[config.mk]
export PLATFORM = sky130hd
export DESIGN_NAME = muldiv_iter
export DESIGN_NICKNAME = d
export VERILOG_FILES = /design/src/rtl/muldiv_iter.sv
export SDC_FILE = /design/constraint.sdc
export NUM_CORES = 1
export LEC_CHECK = 0
export CORE_UTILIZATION = 40
export DETAILED_ROUTE_END_ITERATION = 6
export PLACE_DENSITY = 0.65
export SLEW_MARGIN = 10
export SYNTH_ARGS = -nofsm -noshare
export SYNTH_HDL_FRONTEND = slang
export SYNTH_SLANG_ARGS = --single-unit
[constraint.sdc]
create_clock -name clk -period 16.61 [get_ports clk]
set_input_delay 1.661 -clock clk [delete_from_list [all_inputs] [get_ports clk]]
set_output_delay 1.661 -clock clk [all_outputs]
set_load 0.01 [all_outputs]
[src/rtl/muldiv_iter.sv]
// Iterative unsigned multiply/divide unit: shift-add multiply and restoring divide,
// one bit per cycle, fixed 33-cycle latency from accept to the done pulse.
module muldiv_iter #(
  parameter int unsigned WIDTH = 32,
  parameter int unsigned CNT_W = 5
) (
  input  logic             clk,
  input  logic             rst,
  input  logic             start,
  input  logic [3:0]       op,
  input  logic [WIDTH-1:0] x,
  input  logic [WIDTH-1:0] y,
  input  logic             flush,
  output logic             busy,
  output logic             done,
  output logic [WIDTH-1:0] result,
  output logic [WIDTH-1:0] result2
);

  localparam logic [3:0] OpMul = 4'h3;
  localparam logic [3:0] OpDiv = 4'h4;

  typedef enum logic [1:0] {StIdle, StCalc, StDone} state_e;

  state_e             r_state;
  logic [CNT_W-1:0]   r_cnt;
  logic [3:0]         r_op;
  logic [WIDTH-1:0]   r_x;
  logic [WIDTH-1:0]   r_y;
  logic [2*WIDTH-1:0] r_acc;

  logic               w_accept;
  logic               w_last;
  logic [2*WIDTH-1:0] w_addend;
  logic [2*WIDTH-1:0] w_mul_next;
  logic [CNT_W-1:0]   w_bit_idx;
  logic [WIDTH:0]     w_shift;
  logic               w_ge;
  logic [WIDTH:0]     w_diff;
  logic [2*WIDTH-1:0] w_div_next;
  logic [2*WIDTH-1:0] w_acc_next;

  always_comb begin
    w_accept   = start && !flush && ((op == OpMul) || (op == OpDiv));
    w_last     = (r_cnt == CNT_W'(WIDTH - 1));
    w_addend   = r_y[r_cnt] ? ({{WIDTH{1'b0}}, r_x} << r_cnt) : '0;
    w_mul_next = r_acc + w_addend;
    // Divide: upper half is the partial remainder, quotient bits shift into the lower half.
    w_bit_idx  = CNT_W'(WIDTH - 1) - r_cnt;
    w_shift    = {r_acc[2*WIDTH-1:WIDTH], r_x[w_bit_idx]};
    w_ge       = (w_shift >= {1'b0, r_y});
    w_diff     = w_ge ? (w_shift - {1'b0, r_y}) : w_shift;
    w_div_next = {w_diff[WIDTH-1:0], r_acc[WIDTH-2:0], w_ge};
    w_acc_next = (r_op == OpMul) ? w_mul_next : w_div_next;
  end

  always_ff @(posedge clk or posedge rst) begin
    if (rst) begin
      r_state <= StIdle;
      r_cnt   <= '0;
      r_op    <= '0;
      r_x     <= '0;
      r_y     <= '0;
      r_acc   <= '0;
      busy    <= 1'b0;
      done    <= 1'b0;
      result  <= '0;
      result2 <= '0;
    end else begin
      case (r_state)
        StIdle, StDone: begin
          done <= 1'b0;
          if (w_accept) begin
            r_x     <= x;
            r_y     <= y;
            r_op    <= op;
            r_acc   <= '0;
            r_cnt   <= '0;
            busy    <= 1'b1;
            r_state <= StCalc;
          end else begin
            busy    <= 1'b0;
            r_state <= StIdle;
          end
        end
        StCalc: begin
          if (flush) begin
            busy    <= 1'b0;
            done    <= 1'b0;
            r_state <= StIdle;
          end else begin
            r_acc <= w_acc_next;
            r_cnt <= r_cnt + 1'b1;
            if (w_last) begin
              result  <= w_acc_next[WIDTH-1:0];
              result2 <= w_acc_next[2*WIDTH-1:WIDTH];
              busy    <= 1'b0;
              done    <= 1'b1;
              r_state <= StDone;
            end
          end
        end
        default: begin
          busy    <= 1'b0;
          done    <= 1'b0;
          r_state <= StIdle;
        end
      endcase
    end
  end

endmodule

==> flow_summary.toml, run 1 <==
[drt]
via_per_inst = 5.83
drc = 0
wl_per_cell_um = 19.6
ant_nets = 0
vias = 14700
drt-total-wl_um = 49400
firstDrtPassIters = 6
drt_iter0_drc = 1228

[clock_network]
holdBufCountCts = 0
cts_resized = 0
path_clk_slew_ns = 0.06
cts_setup_buffers = 0
tritoncts = "built"
cts-htree-levels = 1
clockBufferDepth = 3
clkSinkCount = 204
clk_latency_ns = 0.56
cts_buffers = 25
cts-root-buf = "clkbuf_16"

[timing]
tightest_slew_ns = 1.06
rsz0062_at_grt = "false"
min_period_over_period_pct = 37.6
clock_skew_ns = 0.0256
final_max_slew_viol_count = 0
finalSetupTns_ns = 0
finalSetupViolCount = 0
finalCriticalPeriod_ns = 6.24
slew_headroom_pct = 29.1
fmaxAchievable_mhz = 160
final_hold_viol_count = 0

[floorplanning]
rows = 73
start_util_pct = 40.8
pin_count = 138
die_x_um = 204
die_area_um2 = 41600
die_h_um = 204
core-area_um2 = 40000

[synth]
synth-seq-cells = 204
synth.avg_cell_area_um2 = 8.49
synth_cell_types = 69
synthArstFlopShare_pct = 100
yosysSeqAreaShare_pct = 31.3
synth-edff-count = 0
ys.flop_type = "dfrtp_1"
syn_area_um2 = 16300
postSynthCellCount = 1921
yosys_warnings = 0
syn_nets = 2092

[grt]
grt_use_met3_pct = 2.92
grt_max_degree = 82
grt_pass1_wl_um = 78500
antenna_found_initial = 0
grt_pass1_vias = 14100
grt_util_met1_pct = 35.0
met2_usage_pct = 36.8
grt_overflow = 0
track_usage_pct = 23.8
grt_busiest_layer = "met2"

[critical_path]
critPathCaptureType = "flop"
worst-path-max-fanout = 50
cp.arrival_ns = 6.65
worstSetupPathType = "flop to flop"
startpoint_type = "flop"
cp.required_ns = 17.01

[job]
max_cap_violations = 0

[finish]
fin_cells = 2524
drive_above_1_share_pct = 10.7
nets = 2153
diodes = 0
syn_to_final_growth_pct = 15.6

[place]
place_congestion = 0.948
placedCellCount = 2480
dp_hpwl_um = 37900
port_buffers = 137

[run_status]
status = "finished, final reports clean"

[power_and_ir_drop]
p_leak_nw = 8.07
irDropWorstVdd_mv = 0.107
power_per_cell_area_nw_per_um2 = 157

[min_path]
hold_class = "flop to flop"
## worst max-delay path: stages, from the launching register on
cell	delay, ns
dfrtp_2	1.07
mux4_2	0.38
mux4_2	0.30
nand2b_1	0.28
nor3_1	0.38
and2_1	0.20
ha_1	0.16
inv_1	0.06
fa_1	0.37
and2b_1	0.24
o31a_1	0.19
o311a_1	0.30
a31oi_1	0.17
o41a_1	0.58
a31o_2	0.28
o21ai_1	0.32
a31oi_1	0.27
xnor2_1	0.19
mux2i_1	0.24
o21ai_0	0.11
## cells in the mapped netlist, types with 4 or more instances
master / instances / area [µm²]
a211o_1: 4 / 35.0
a211oi_1: 17 / 128
a21o_1: 43 / 323
a21oi_1: 172 / 861
a22oi_1: 11 / 82.6
a31oi_1: 26 / 163
and2_1: 14 / 87.6
and3_1: 16 / 100
and4_1: 4 / 35.0
buf_1: 20 / 75.1
buf_2: 21 / 105
clkbuf_1: 77 / 289
dfrtp_1: 204 / 5100
ha_1: 97 / 1210
inv_1: 63 / 236
mux2_2: 91 / 1020
mux2i_1: 46 / 460
mux4_2: 35 / 788
nand2_1: 202 / 758
nand2b_1: 11 / 68.8
nand3_1: 79 / 395
nand3b_1: 5 / 37.5
nand4_1: 21 / 131
nor2_1: 177 / 664
nor2b_1: 21 / 131
nor3_1: 14 / 70.1
o211ai_1: 16 / 120
o21a_1: 13 / 97.6
o21ai_0: 206 / 1030
o21ai_1: 4 / 20.0
o21bai_1: 25 / 188
o22a_1: 4 / 35.0
o31a_1: 4 / 35.0
o31ai_1: 10 / 75.1
or2_2: 8 / 50.1
or3_1: 5 / 31.3
xnor2_1: 46 / 403
xor2_1: 35 / 307
## per-stage QoR
stage                     utilization [%]  hold slack [ns]  total power [mW]  worst slack (ns)  cell area, µm²
after floorplan                         -            0.454              1.96              9.38           16300
after global placement               45.1            0.467              2.36             10.58           18000
after detailed placement             45.1            0.470              2.38             10.46           18000
after CTS                            47.1            0.484              2.94             10.42           18800
after global routing                 47.1            0.502              3.18              9.89           18800
final                                47.1            0.475              2.95             10.37           18800
## registers in the layout, indices dropped and copies added (netlist names)
| name | flops |
|---|---|
| busy | 1 |
| r_op | 4 |
| r_state | 1 |
| r_cnt | 5 |
| r_y | 32 |
| r_x | 32 |
| r_acc | 64 |
| result | 32 |
| result2 | 32 |
| done | 1 |
## cells in the final DEF, fill, tap and decap left out, types with 16 or more instances in the layout
master,count
clkdlybuf4s50_1,137
o21ai_0,206
a31oi_1,26
o211ai_1,16
mux2_2,91
nor2_1,177
xor2_1,35
nor2b_1,20
a21oi_1,172
ha_1,97
mux4_2,35
a21o_1,43
nand4_1,21
xnor2_1,46
clkbuf_16,25
inv_1,62
dfrtp_1,200
nand3_1,78
a211oi_1,17
nand2_1,201
o21bai_1,25
mux2i_1,46
buf_4,16
## cell families after synthesis
family,synth area share [%]
DFF,31.3
buffers and inverters,4.36
adders and majority gates,7.69
AOI/OAI and AO/OA,22.3
muxes,13.9
and+or+nand+nor,16.1
xor gates and xnor gates,4.35
## final timing paths
check                                            start                       to  slack (ns)  depth (start not counted)
min in group asynchronous                          rst       r_y[7]$_DFFE_PP0P_        1.60                          2
worst max-delay path              r_cnt[1]$_DFFE_PP0P_  result2[26]$_DFFE_PP0P_       10.37                         19
worst max register to register    r_cnt[1]$_DFFE_PP0P_  result2[26]$_DFFE_PP0P_       10.37                         19
max in group asynchronous                          rst       r_x[6]$_DFFE_PP0P_       13.73                          3
worst min-delay path            result2[2]$_DFFE_PP0P_   result2[2]$_DFFE_PP0P_        0.48                          2
worst min register to register  result2[2]$_DFFE_PP0P_   result2[2]$_DFFE_PP0P_        0.48                          2
## layout make-up
type,instances,area (µm²)
fill,3930,21200
inverter,63,244
sequential,204,5110
tap,525,657
clock buffer,35,713
timing repair buffer,153,1490
multi-input combinational,1535,10500
clock inverter,9,108
## power breakdown
part	switching [mW]	internal, mW	total, mW
Sequential	0.159	0.595	0.754
Combinational	0.960	0.684	1.64
Clock	0.223	0.329	0.552
## per-layer routing
| metal | part of all wire (%) | wire [µm] | vias to the layer above |
|---|---|---|---|
| met3 | 5.4 | 2680 | 57 |
| met1 | 48 | 23700 | 7136 |
| met4 | 2.0 | 1000 | 0 |
| met5 | 0 | 0 | - |
| li1 | - | - | 7098 |
| met2 | 44 | 21900 | 421 |
(Power assumes the default switching activity.)
==> run 2: changes to the inputs <==
PLACE_DENSITY = 0.67   (was 0.65)
clock period = 5.3 ns   (was 16.61 ns; I/O delays follow)
==> run 2 against run 1 <==
Worst setup slack got worse by 10 ns. Clock power rose to 3.0 times the previous value. Clock skew decreased by 0.0020 ns. Global-route usage up 0.64 points. Critical path depth rose by 2. Register-to-register slack got worse by 10 ns. Final area is 5.8% higher. Final cell count is 4.5% higher. Via count rose by 3.4%. Combinational power rose to 3.7 times the previous value.
==> flow_summary.toml, run 2 (same netlist as run 1, synthesis figures left out) <==
[run_status]
status = "finished, final reports clean"

[timing]
finalCriticalPeriod_ns = 5.24
min_period_over_period_pct = 98.9
final_hold_viol_count = 0
final_max_slew_viol_count = 0
clock_skew_ns = 0.0236
fmaxAchievable_mhz = 191
tightest_slew_ns = 0.935
slew_headroom_pct = 37.7
setup_ws_ns = 0.0580
finalSetupViolCount = 0
rsz0062_at_grt = "true"
hold_ws_ns = 0.475

[place]
port_buffers = 137
place_ws_ns = -0.0767
dp_hpwl_um = 39900
place_area_um2 = 18900
place_congestion = 0.977

[grt]
grt_overflow = 0
track_usage_pct = 24.4
grt_pass1_vias = 14400
antenna_found_initial = 0
grt_pass1_wl_um = 80400
grt_max_degree = 90

[floorplanning]
start_util_pct = 40.8
rows = 73
pin_count = 138
die_x_um = 204
die_area_um2 = 41600
die_h_um = 204
core-area_um2 = 40000

[critical_path]
worst-path-max-fanout = 10
cp_slowest_cell = "dfrtp_4"
cp_cell_sequence = "clkbuf_4, buf_4, mux4_2, mux4_2, nand2_2, and2_4, buf_6, buf_4, a211oi_1, ha_1, a21o_1, a31oi_1, o21ai_1, a31oi_2, o221ai_2, o31a_1, a221oi_4, xor2_1, a22oi_1, o31ai_2, o21ai_1"
cp_top_family = "compound AO/OA/AOI/OAI gates"
startpoint_type = "flop"
critPathCaptureType = "flop"
startpoint = "r_cnt[0]$_DFFE_PP0P_"
cp.required_ns = 5.76
r2r-start = "r_cnt[0]$_DFFE_PP0P_"
worstPathBufferInverterCount = 4
slowest_delay_ns = 0.48
cp.arrival_ns = 5.70
r2r_cells = 21
worstSetupPathType = "flop to flop"
cp_num_cells = 21
r2r_slack_ns = 0.06

[clock_network]
path_clk_slew_ns = 0.06
cts-root-buf = "clkbuf_16"
tritoncts = "built"
holdBufCountCts = 0
cts-htree-levels = 1
cts_buffers = 23
clk_latency_ns = 0.55
clockBufferDepth = 3
clkSinkCount = 204

[finish]
drive_above_1_share_pct = 16.5
final_area_um2 = 19900
largest_reg_flops = 64
nets = 2266
mostFrequentLayoutCells = "200 x nand2_1, 200 x dfrtp_1, 199 x o21ai_0"
largest-register = "r_acc"
diodes = 0
syn_to_final_growth_pct = 22.2

[drt]
drc = 0
firstDrtPassIters = 6
ant_nets = 0
via_per_inst = 5.77
drt_iter0_drc = 1422
wl_per_cell_um = 19.6
drt-total-wl_um = 51600
vias = 15200

[min_path]
hold_class = "flop to flop"
hold_start = "result[27]$_DFFE_PP0P_"
whs_path_depth = 2

[job]
max_cap_violations = 0

[power_and_ir_drop]
power_per_cell_area_nw_per_um2 = 499
irDropWorstVdd_mv = 0.286
total_power_mw = 9.95
p_leak_nw = 8.66
==> run 2: cell types whose count changed in the layout (fill, tap and decap cells not counted), sizes merged <==
cell and change:
inv -1, clkbuf -4, bufinv +1, clkinvlp -1, buf +114, clkinv +4
==> run 2: stage by stage <==
step	setup TNS [ns]	util, %	std cells
after floorplan	0	-	1921
after global placement	0	47.2	2584
after detailed placement	-0.364	47.2	2584
after CTS	0	49.2	2626
after global routing	-0.212	49.8	2637
final	0	49.8	2637
==> run 2: path summary, 6_finish.rpt <==
kind,end
max,r_acc[59]$_DFFE_PP0P_
min,result[27]$_DFFE_PP0P_
max reg2reg,r_acc[59]$_DFFE_PP0P_
min in group asynchronous,r_y[7]$_DFFE_PP0P_
max in group asynchronous,r_cnt[0]$_DFFE_PP0P_
min reg2reg,result[27]$_DFFE_PP0P_
==> run 2: tightest hold or removal path, stage by stage (launching register included) <==
cell	delay, ns
dfrtp_1	0.34
nand2_1	0.04
o21ai_0	0.06
==> run 2: cell type report <==
class | instances | area, µm²
clock buffers | 30 | 622
inverters | 63 | 240
fillers | 3866 | 20100
multi-input cells | 1535 | 10700
repair buffers | 268 | 2460
well taps | 525 | 657
flip-flops and latches | 204 | 5110
clock inverters | 12 | 139
==> run 2: what timing repair did <==
action / CTS / global route
resized for setup: 5 / 37
setup endpoints to repair: 16 / 52
buffers inserted: 0 / 11
pin swaps: 0 / 10
==> run 2: routing by layer <==
metal	wire length, µm	track usage (%)	up-vias
met1	24100	35.2	7336
li1	-	-	7316
met5	0	0	-
met2	23100	38.3	474
met4	1340	7.17	0
met3	3140	2.92	80
==> run 2: power by group <==
part	switching [mW]	total [mW]	internal [mW]
Combinational	3.32	6.00	2.68
Clock	0.677	1.65	0.973
Sequential	0.433	2.30	1.87
